$ cat src/rtl/pipe_arb_pkg.sv
// Shared types and helpers for the pipelined round-robin arbiter.
// Holds the lock FSM state encoding (used when PIPE_ARB_LOCK_EN is defined),
// the reset pointer value and a clog2 helper that never returns zero.
package pipe_arb_pkg;

  // Arbitration FSM: ARB_ST arbitrates per beat, LOCK_ST holds a multi-beat packet owner
  typedef enum logic {
    ARB_ST  = 1'b0,
    LOCK_ST = 1'b1
  } arb_st_e;

  // Pointer value after reset: requester 0 holds highest priority
  localparam int PTR_RST = 0;

  // Index width for n requesters; at least one bit so NREQ=1 still has a port
  function automatic int clog2_min1(input int n);
    return (n <= 1) ? 1 : $clog2(n);
  endfunction

endpackage

$ cat src/rtl/pipe_rr_arbiter_rr_pick.sv
// Rotate-priority encoder: first set request at or after ptr, wrapping at NREQ-1.
// Latency: purely combinational.
// Backpressure: none; the caller qualifies the result with its own load condition.
module rr_pick #(
  parameter int NREQ = 4,
  parameter int IDW  = 2
) (
  input  logic [NREQ-1:0] req,
  input  logic [IDW-1:0]  ptr,
  output logic            found,
  output logic [IDW-1:0]  idx
);

  int cand;

  // Scan offsets from the far end back to ptr so the nearest-to-ptr request is written last and wins
  always_comb begin
    found = 1'b0;
    idx   = '0;
    cand  = 0;
    for (int k = NREQ - 1; k >= 0; k--) begin
      cand = int'(ptr) + k;
      if (cand >= NREQ) begin
        cand = cand - NREQ;
      end
      if (req[cand]) begin
        found = 1'b1;
        idx   = IDW'(cand);
      end
    end
  end

endmodule

$ cat src/rtl/pipe_rr_arbiter.sv
// Round-robin arbiter feeding one registered valid/ready output stage; optional packet lock via PIPE_ARB_LOCK_EN.
// Latency: one cycle from accepted request to DataOutVld; 1 beat/cycle when DataOutRdy is held high.
// Backpressure: ReqRdy is combinational on DataOutRdy; while the output stalls all ReqRdy are 0 and DataOut holds.
import pipe_arb_pkg::*;

module pipe_rr_arbiter #(
  parameter int NREQ = 4,
  parameter int DW   = 8,
  parameter int IDW  = clog2_min1(NREQ)
) (
  input  logic                 Clk,
  input  logic                 Rst,
  input  logic [NREQ*DW-1:0]   ReqDataIn,
  input  logic [NREQ-1:0]      ReqVld,
  output logic [NREQ-1:0]      ReqRdy,
  output logic [DW-1:0]        DataOut,
  output logic                 DataOutVld,
  input  logic                 DataOutRdy,
`ifdef PIPE_ARB_LOCK_EN
  input  logic [NREQ-1:0]      ReqLast,
`endif
  output logic [IDW-1:0]       GrantId
);

  logic [DW-1:0]   data_q, data_d;
  logic            vld_q,  vld_d;
  logic [IDW-1:0]  gid_q,  gid_d;
  logic [IDW-1:0]  ptr_q,  ptr_d;

  logic            load;
  logic            found;
  logic            xfer;
  logic            adv_ptr;
  logic [IDW-1:0]  win;
  logic [IDW-1:0]  ptr_nxt;
  logic [NREQ-1:0] pick_req;

`ifdef PIPE_ARB_LOCK_EN
  arb_st_e         st_q;
  logic [IDW-1:0]  lock_q;

  // While locked only the packet owner is visible to the picker
  always_comb begin
    pick_req = '0;
    for (int i = 0; i < NREQ; i++) begin
      pick_req[i] = ReqVld[i] && ((st_q != LOCK_ST) || (IDW'(i) == lock_q));
    end
  end

  // Pointer only moves once the packet's last beat is taken
  assign adv_ptr = xfer && ReqLast[win];

  // Lock FSM: enter on a non-last beat, leave on the owner's last beat
  always_ff @(posedge Clk) begin
    if (Rst) begin
      st_q   <= ARB_ST;
      lock_q <= '0;
    end else begin
      case (st_q)
        ARB_ST: begin
          if (xfer && !ReqLast[win]) begin
            st_q   <= LOCK_ST;
            lock_q <= win;
          end
        end
        LOCK_ST: begin
          if (xfer && ReqLast[win]) begin
            st_q <= ARB_ST;
          end
        end
        default: st_q <= ARB_ST;
      endcase
    end
  end
`else
  assign pick_req = ReqVld;
  assign adv_ptr  = xfer;
`endif

  rr_pick #(
    .NREQ (NREQ),
    .IDW  (IDW)
  ) u_pick (
    .req   (pick_req),
    .ptr   (ptr_q),
    .found (found),
    .idx   (win)
  );

  // Output register may accept a new beat when empty or being drained this cycle
  assign load = !vld_q || DataOutRdy;
  assign xfer = load && found && !Rst;

  // Explicit wrap: for non-power-of-two NREQ, win+1 would land on a nonexistent requester
  assign ptr_nxt = (int'(win) == NREQ - 1) ? '0 : win + IDW'(1);

  // One-hot ready to the winner only, and only when the beat will actually be taken
  always_comb begin
    ReqRdy = '0;
    if (xfer) begin
      ReqRdy[win] = 1'b1;
    end
  end

  // Next state of the output stage and pointer; everything holds during a stall
  always_comb begin
    data_d = data_q;
    vld_d  = vld_q;
    gid_d  = gid_q;
    ptr_d  = ptr_q;
    if (xfer) begin
      data_d = ReqDataIn[int'(win)*DW +: DW];
      gid_d  = win;
      vld_d  = 1'b1;
      if (adv_ptr) begin
        ptr_d = ptr_nxt;
      end
    end else if (load) begin
      vld_d = 1'b0;
    end
  end

  // Output stage and pointer registers; reset drops any held beat
  always_ff @(posedge Clk) begin
    if (Rst) begin
      data_q <= '0;
      vld_q  <= 1'b0;
      gid_q  <= '0;
      ptr_q  <= IDW'(PTR_RST);
    end else begin
      data_q <= data_d;
      vld_q  <= vld_d;
      gid_q  <= gid_d;
      ptr_q  <= ptr_d;
    end
  end

  assign DataOut    = data_q;
  assign DataOutVld = vld_q;
  assign GrantId    = gid_q;

endmodule

$ cat config.mk
export PLATFORM = sky130hd
export DESIGN_NAME = pipe_rr_arbiter
export DESIGN_NICKNAME = d
export VERILOG_FILES = /design/src/rtl/pipe_arb_pkg.sv /design/src/rtl/pipe_rr_arbiter_rr_pick.sv /design/src/rtl/pipe_rr_arbiter.sv
export SDC_FILE = /design/constraint.sdc
export NUM_CORES = 1
export LEC_CHECK = 0
export ABC_CLOCK_PERIOD_IN_PS = 4250
export CORE_MARGIN = 4
export CORE_UTILIZATION = 32
export CTS_CLUSTER_DIAMETER = 40
export CTS_CLUSTER_SIZE = 20
export DETAILED_ROUTE_END_ITERATION = 10
export HOLD_SLACK_MARGIN = 0.08
export PLACE_DENSITY = 0.73
export SLEW_MARGIN = 20
export SYNTH_ARGS = -nofsm -noshare
export SYNTH_HDL_FRONTEND = slang
export SYNTH_SLANG_ARGS = --single-unit
$ cat constraint.sdc
create_clock -name Clk -period 4.25 [get_ports Clk]
set_clock_uncertainty 0.05 [all_clocks]
set_input_delay 1.0625 -clock Clk [delete_from_list [all_inputs] [get_ports Clk]]
set_output_delay 1.0625 -clock Clk [all_outputs]
set_load 0.01 [all_outputs]
==> results of run 1 <==
==> Yosys cell counts <==
library cell and number:
a21oi_2 1, nor2b_4 1, mux2i_1 18, a21o_1 1
nand2b_1 2, a21oi_4 1, buf_6 2, inv_1 4
a211oi_2 1, ha_1 1, o22ai_1 1, dfxtp_1 13
o22a_4 1, nor2_2 1, and2_1 1, nand2_1 13
nor2b_1 1, nand2_2 1, nor2_1 6, nand2b_2 1
a21oi_1 2, nor4_2 1, o221ai_1 8, buf_12 1
==> final cells by class <==
class	count	area [um2]
Fill cell	215	922
Timing Repair Buffer	56	553
Multi-Input combinational cell	63	485
Sequential cell	13	260
Tap cell	28	35.0
Clock buffer	4	26.3
Inverter	4	15.0
==> sequential cells by signal, indices dropped and copies added (netlist names) <==
register,cells
DataOut,8
DataOutVld,1
GrantId,2
ptr_q,2
==> path summary, 6_finish.rpt <==
kind	slack (ns)	endpoint	depth (start not counted)	startpoint
setup / recovery	0.15	ReqRdy[3]	7	ReqVld[1]
hold / removal	0.40	GrantId[0]	2	GrantId[0]
hold reg to reg	0.40	GrantId[0]	2	GrantId[0]
setup reg to reg	2.44	DataOut[2]	6	ptr_q[0]
==> report_power, final <==
part	switching (mW)	total (mW)	internal (mW)
clock network	0.0419	0.0782	0.0364
logic	0.0747	0.187	0.112
registers	0.0144	0.157	0.142
==> worst min-delay path, stage by stage (launching register included) <==
cell	delay (ns)
dfxtp_1	0.32
nand2_1	0.05
nand2_1	0.05
==> kinds of logic after synthesis <==
kind of cell	count (synthesis)	share of synthesized area [%]
compound gates	16	18.5
buf+inv	7	7.16
flops	13	32.4
simple gates	28	17.9
fa+ha+maj	1	1.56
mux	18	22.4
==> metal layers <==
metal  wire, um  vias to the layer above  track usage [%]
met3        103                        2             2.90
met1        926                      378             16.1
met4         22                        0             7.62
met5          0                        -                0
met2       1320                       20             26.5
li1           -                      417                -
==> metrics by stage <==
stage | power [mW] | instances
floorplan | 0.262 | 83
global placement | 0.345 | 164
detailed placement | 0.349 | 164
CTS | 0.431 | 168
global route | 0.453 | 168
finish | 0.422 | 168
==> flow_summary.toml, run 1 <==
[power]
p_per_area_mw_per_mm2 = 307
irDropWorstVdd_mv = 0.191
cellLeakagePower_nw = 0.553

[cells_and_area]
syn2layout_area_growth_pct = 71.2
postLayoutCoreUtil_pct = 59.9
fin_nets = 181
mostFrequentLayoutCells = "clkdlybuf4s50_1, mux2i_1, dfxtp_1, nand2_1, o221ai_1"
drive_gt1_share_pct = 10.7
final_common_cell = "clkdlybuf4s50_1"
fin_area_mm2 = 0.00138
n_antenna_cell = 0

[sta]
final.setup.tns_ns = 0
holdWs_ns = 0.403
slew_headroom_pct = 73.0
finalCriticalPeriod_ns = 4.10
grt_setup_unrepaired = "false"
timing.final.crit_share_pct = 96.4
fmax_mhz = 244
final-setup-viol-count = 0
tightestPinTransition_ns = 0.405
setup_ws_ns = 0.154
hold_violations = 0
drv_slew = 0

[die]
core_mm2 = 0.00230
initial_utilization_pct = 35.0
dieArea_mm2 = 0.00338
die_h_um = 58.1
ioPinCount = 54
rows = 17
die_w_um = 58.1

[critical_path]
startpoint_type = "primary input"
slowest_delay_ns = 0.56
critPathBufInv = 2
cp.arrival_ns = 2.98
worstSetupPathType = "in -> out"
cpMostUsedCell = "clkdlybuf4s50_1"
cp.required_ns = 3.14
path_cells = "clkdlybuf4s50_1 > nand2b_1 > a21oi_1 > a211oi_2 > ha_1 > and2_1 > clkdlybuf4s50_1"
crit_family = "buffers and inverters"
cp-end-kind = "output pin"
crit_fanout = 5
crit_slowest_cell = "clkdlybuf4s50_1"

[yosys]
synthesis.instances = 83
synth_top_cell_by_area = "dfxtp_1"
synth_area_um2 = 803
synth_fp_nets = 123
synth_cell_type_count = 24
synth-warning-count = 0
ys_seq_elements = 13
post_synth.cell_area_avg_um2 = 9.68
seq_area_frac_synth_pct = 32.4
synth_top_area_share_pct = 32.4
ys_top_cells_by_area = "dfxtp_1, mux2i_1, o221ai_1, nand2_1, buf_6"

[grt]
grt_max_degree = 13
grt_pass1_vias = 860
antenna_found_initial = 0
gr-total-overflow = 0
grt_pass1_wl_mm = 3.85
grt_usage_pct = 14.7

[route]
dr.pass1.iters = 4
drtIter0Drc = 14
vias_per_cell = 4.86
vias = 817
routed_wl_mm = 2.37
avgRoutedWirePerCell_um = 14.1
drc = 0
ant_nets = 0

[worst_hold_path]
hp-class = "reg -> reg"

[run]
drv_cap = 0

[cts]
cts_buffers = 3
clockBufferDepth = 2
cts_resized = 0
tritoncts = "done"
cts.sink_count = 13
clk_pin_slew_ns = 0.08
cts_hold_buf = 0
clock_latency_ns = 0.28
cts_root_buf = "clkbuf_4"
post-cts-setup-buffer-count = 0
htreeDepth = 1

[placement]
io_buffers = 53
globalplace.congestion = 0.739
dp_hpwl_mm = 1.98
pre_cts_ws_ns = 0.129
place_area_mm2 = 0.00135

[status]
outcome = "finished, final reports clean"
Power figures use the tool's default switching activity.
==> run 2, diff against run 1 <==
CTS_BUF_LIST = sky130_fd_sc_hd__clkbuf_8   (was default)
==> run 2 against run 1 <==
Register-to-register slack about the same. Largest cell class unchanged. Count of clock-buffer cells in the layout decreased by 1. Design area increased by 1.4%.
==> flow_summary.toml, run 2 (same netlist as run 1, synthesis figures left out) <==
[critical_path]
crit_fanout = 5
r2r_start = "ptr_q[0]"
slowest_delay_ns = 0.56
critPathBufInv = 2
startpoint_type = "primary input"
crit_slowest_cell = "clkdlybuf4s50_1"
cp.arrival_ns = 2.99
cpMostUsedCell = "clkdlybuf4s50_1"
r2r_setup_slack_ns = 2.45
r2r-end = "DataOut[2]"
cp.required_ns = 3.14
crit_family = "buffers and inverters"
reg2reg_depth = 6
worstSetupPathType = "in -> out"
path_cells = "clkdlybuf4s50_1 > nand2b_1 > a21oi_1 > a211oi_2 > ha_1 > and2_1 > clkdlybuf4s50_1"
cp-end-kind = "output pin"

[power]
irDropWorstVdd_mv = 0.173
cellLeakagePower_nw = 0.565
switching_share_pct = 29.4
power_mw = 0.451
p_per_area_mw_per_mm2 = 324
sequentialPowerShare_pct = 34.8
power.internal_mw = 0.318
clkPwrFrac_pct = 23.8
p_sw_mw = 0.133
comb_power_share_pct = 41.4

[cts]
cts_resized = 0
cts_hold_buf = 0
clk_pin_slew_ns = 0.05
cts_buffers = 3
clockBufferDepth = 2
cts_root_buf = "clkbuf_8"
tritoncts = "done"
htreeDepth = 1
post-cts-setup-buffer-count = 0
cts.sink_count = 13
clock_latency_ns = 0.24

[grt]
antenna_found_initial = 0
grt_max_degree = 13
grt_pass1_vias = 856
grt_usage_pct = 14.9
gr-total-overflow = 0
grt_pass1_wl_mm = 3.85

[worst_hold_path]
worstHoldPathCells = 2
holdPathEnd = "GrantId[0]"
hp-class = "reg -> reg"
hold_path.startpoint = "GrantId[0]"

[route]
dr.pass1.iters = 3
routed_wl_mm = 2.36
ant_nets = 0
drtIter0Drc = 9
drc = 0
vias = 816
avgRoutedWirePerCell_um = 14.1
vias_per_cell = 4.86

[cells_and_area]
largest_reg_flops = 8
drive_gt1_share_pct = 10.7
mostFrequentLayoutCells = "clkdlybuf4s50_1, mux2i_1, dfxtp_1, nand2_1, o221ai_1"
n_antenna_cell = 0
final_common_cell = "clkdlybuf4s50_1"
fin_nets = 181
num-fill-cells = 211
final_cells = 168
syn2layout_area_growth_pct = 73.5

[run]
drv_cap = 0

[die]
ioPinCount = 54
rows = 17
die_w_um = 58.1
dieArea_mm2 = 0.00338
core_mm2 = 0.00230
die_h_um = 58.1
initial_utilization_pct = 35.0

[sta]
setup_ws_ns = 0.149
drv_slew = 0
grt_setup_unrepaired = "false"
hold_violations = 0
final-setup-viol-count = 0
fmax_mhz = 244
finalCriticalPeriod_ns = 4.10
slew_headroom_pct = 73.1
timing.final.crit_share_pct = 96.5
tightestPinTransition_ns = 0.403
final.setup.tns_ns = 0

[placement]
globalplace.congestion = 0.739
io_buffers = 53
placed_cells = 164
pre_cts_ws_ns = 0.129
dp_hpwl_mm = 1.98

[status]
outcome = "finished, final reports clean"
==> run 2: changes by cell type in the layout (fill, tap and decap cells not counted) <==
| cell | before | now |
|---|---|---|
| inv_1 | 4 | 5 |
| clkbuf_1 | 1 | 0 |
| clkbuf_8 | 0 | 3 |
| clkbuf_4 | 3 | 0 |
==> run 2: worst max path at each step <==
stage | startpoint | to | slack, ns | cells after the start
finish | ReqVld[1] | ReqRdy[3] | 0.15 | 7
detailed placement | ReqVld[1] | ReqRdy[3] | 0.13 | 7
global route | ReqVld[1] | ReqRdy[3] | 0.04 | 7
global placement | ReqVld[1] | ReqRdy[3] | 0.19 | 7
floorplan | ReqVld[0] | ReqRdy[3] | 1.17 | 6
CTS | ReqVld[1] | ReqRdy[3] | 0.13 | 7
==> run 2: metal layers <==
metal	part of all wire, %	vias up	track usage, %
met5	0	-	0
met2	54	20	26.3
li1	-	415	-
met3	5.5	2	4.90
met1	39	379	16.1
met4	1.2	0	6.62
==> run 2: stage by stage <==
step | utilization [%] | hold WS (ns) | instance area, um2
finish | 60.7 | 0.400 | 1390
global placement | 58.7 | 0.383 | 1350
CTS | 60.7 | 0.401 | 1390
floorplan | - | 0.405 | 803
global route | 60.7 | 0.411 | 1390
detailed placement | 58.7 | 0.386 | 1350
==> run 2: cell type report <==
| cell class | count | area (um2) | share of cell area, % |
|---|---|---|---|
| clock buffer | 3 | 41.3 | 2.96 |
| clock inverter | 1 | 3.75 | 0.269 |
| inverter | 4 | 15.0 | 1.08 |
| multi-input combinational | 63 | 485 | 34.8 |
| sequential | 13 | 260 | 18.7 |
| tap | 28 | 35.0 | 2.51 |
| timing repair buffer | 56 | 553 | 39.7 |
==> run 2: worst register-to-register path: cells and delay by family, from the launching register on <==
kind	cells	cell delay, ns
AOI/OAI and AO/OA	2	0.39
buffers and inverters	1	0.26
DFF	1	0.39
muxes	1	0.26
and+or+nand+nor	2	0.33
==> run 2: power groups by stage <==
stage / Clock (mW) / Combinational, mW / Sequential (mW)
floorplan: 0 / 0.0963 / 0.165
global placement: 0 / 0.187 / 0.158
detailed placement: 0 / 0.189 / 0.159
CTS: 0.112 / 0.190 / 0.157
global route: 0.120 / 0.204 / 0.160
finish: 0.107 / 0.187 / 0.157
==> run 3, diff against run 2 <==
TNS_END_PERCENT = 30   (was default)
==> results of run 3 <==
The final DEF is identical to that of run 2; final timing and power are the same.
==> edit: new RTL, config.mk and constraints of run 2 <==
Build with the macro `PIPE_ARB_LOCK_EN` defined.
--- a/src/rtl/pipe_rr_arbiter.sv
+++ b/src/rtl/pipe_rr_arbiter.sv
@@ -1,6 +1,8 @@
 // Round-robin arbiter feeding one registered valid/ready output stage; optional packet lock via PIPE_ARB_LOCK_EN.
 // Latency: one cycle from accepted request to DataOutVld; 1 beat/cycle when DataOutRdy is held high.
 // Backpressure: ReqRdy is combinational on DataOutRdy; while the output stalls all ReqRdy are 0 and DataOut holds.
+`define PIPE_ARB_LOCK_EN
+
 import pipe_arb_pkg::*;
 
 module pipe_rr_arbiter #(
Interface: changed (added ReqLast); port bits go from 54 to 58. The function was not compared with the original's and may differ.
==> edit against run 2 <==
- utilization is 5.7 points lower
- worst setup slack worse by 0.029 ns
- cell count is 83% higher
- wire length is 100% higher
- register-to-register slack worse by 2.0 ns
- clock power is 30% higher
- cell area is 63% higher
- via count is 100% higher
- synthesized cell count is 110% higher
- total power grew to 3.6 times the old value
- area after synthesis is 76% higher
- count of clock-buffer cells in the layout is 1 higher
- sequential cell count is 3 higher
- largest cell class is now multi-input combinational cells
- largest power group unchanged
==> edit: results (changes against run 2) <==
| Metric | Value |
|---|---|
| Top post-synthesis cells by count | sky130_fd_sc_hd__nand3_1, sky130_fd_sc_hd__o21ai_0, sky130_fd_sc_hd__and3_1, sky130_fd_sc_hd__dfxtp_1, sky130_fd_sc_hd__inv_1 (was sky130_fd_sc_hd__mux2i_1, sky130_fd_sc_hd__dfxtp_1, sky130_fd_sc_hd__nand2_1) |
| Area post-placement | 2110 µm² (was 1350 µm²) |
| Clock-pin slew of the registers on the worst-case setup and hold paths | 0.07 ns (was 0.05 ns) |
| Setup slack of the worst register-to-register path | 0.47 ns (was 2.45 ns) |
| Wire length of the first global-routing pass | 7470 µm (was 3850 µm) |
| Crit path arrival time | 3.02 ns (was 2.99 ns) |
| Worst-case vdd ir drop | 0.284 mV (was 0.173 mV) |
| Number of nets in the synthesized netlist | 220 (was 123) |
| Tightest Pin Transition | 0.494 ns (was 0.403 ns) |
| Vias after detailed routing | 1664 (was 816) |
| Worst path slowest cell | sky130_fd_sc_hd__a32o_2 (was sky130_fd_sc_hd__clkdlybuf4s50_1) |
| Critical Path Start | ReqVld[3] (was ReqVld[1]) |
| Final weighted congestion in routability-driven placement | 0.833 (was 0.739) |
| Post-DP HPWL | 3410 µm (was 1980 µm) |
| Pre-antenna DRT Iters | 4 (was 3) |
| Nets | 306 (was 181) |
| Vias in the first global route | 1575 (was 856) |
| Pin count of the biggest net entering global routing | 18 (was 13) |
| Portion of the post-synthesis area used by sequential elements | 22.7% (was 32.4%) |
| Netlist cell types | 42 (was 24) |
| Cell leakage power | 0.967 nW (was 0.565 nW) |
| Post-placement setup slack | -0.515 ns (was 0.129 ns) |
| FF-to-FF End | ptr_q[1] (was DataOut[2]) |
| Main area contributors after synthesis | sky130_fd_sc_hd__dfxtp_1, sky130_fd_sc_hd__nand3_1, sky130_fd_sc_hd__and3_1 (was sky130_fd_sc_hd__dfxtp_1, sky130_fd_sc_hd__mux2i_1, sky130_fd_sc_hd__o221ai_1) |
| Fraction of final layout cells with drive strength greater than 1 | 24.8% (was 10.7%) |
| IO Port Bufs | 57 (was 53) |
| Max frequency | 242 MHz (was 244 MHz) |
| Outcome | complete, no violations (unchanged) |
==> edit: cell types whose count changed in the layout (fill, tap and decap cells not counted), sizes merged, moves of 4 or more <==
cell / run 2 / this run
and3: 0 / 16
buf: 3 / 37
clkdlybuf4s50: 53 / 49
dlygate4sd2: 0 / 5
inv: 5 / 10
mux2i: 18 / 7
nand2: 14 / 4
nand3: 0 / 30
nand4: 0 / 4
o211ai: 0 / 4
o21ai: 0 / 19
o221ai: 8 / 0
o31ai: 0 / 9
==> edit: layout make-up <==
class,count,area (µm²)
inverters,10,37.5
repair buffers,94,836
well taps,50,62.6
fillers,393,1870
flip-flops and latches,16,320
multi-input cells,134,967
clock buffers,4,55.1
==> edit: worst max-delay path, delay by kind of cell <==
family,cells,cell delay (ns)
adder cells (fa/ha/maj),1,0.19
AO/OA/AOI/OAI,2,0.49
buffers and inverters,5,0.81
AND/OR/NAND/NOR,3,0.23
multiplexers,1,0.22
==> edit: metrics by stage <==
stage,hold WS [ns],instances,TNS [ns]
after floorplan,0.439,173,0
after global placement,0.403,291,-1.90
after detailed placement,0.408,291,-1.99
after CTS,0.418,305,0
after global routing,0.443,308,-0.0501
final,0.417,308,0
==> edit: power by group <==
group | leakage, nW | internal (mW) | switching [mW]
sequential | 0.132 | 0.210 | 0.0675
clock | 0.0288 | 0.0823 | 0.0566
combinational | 0.806 | 0.615 | 0.602
total | 0.967 | 0.907 | 0.726
==> edit: what timing repair did <==
| item | in CTS | in global routing |
|---|---|---|
| setup endpoints to repair | 4 | 4 |
| buffers inserted | 10 | 3 |
| pin swaps | 5 | 3 |
| resized for setup | 19 | 6 |
==> edit: routing by layer <==
| layer | wire, µm | track usage, % | vias up |
|---|---|---|---|
| met5 | 0 | 0 | - |
| met4 | 94 | 5.14 | 0 |
| met3 | 216 | 2.30 | 8 |
| met2 | 2410 | 29.7 | 63 |
| met1 | 2100 | 22.8 | 760 |
| li1 | - | - | 833 |
==> edit: worst max path at each step <==
| stage | to | cells past startpoint |
|---|---|---|
| global placement | ReqRdy[2] | 10 |
| detailed placement | ReqRdy[1] | 11 |
| finish | ReqRdy[3] | 12 |
| global route | ReqRdy[0] | 10 |
| floorplan | ReqRdy[3] | 10 |
| CTS | ReqRdy[1] | 11 |
==> edit: cell families (layout without fill, tap and decap cells) <==
kind of cell,count (synthesis),count (layout),synth area share [%]
multiplexers,8,8,5.76
adder cells (fa/ha/maj),4,4,3.55
AND/OR/NAND/NOR,74,74,30.5
flip-flops,16,16,22.7
buffers and inverters,23,108,10.8
AO/OA/AOI/OAI,48,48,26.7
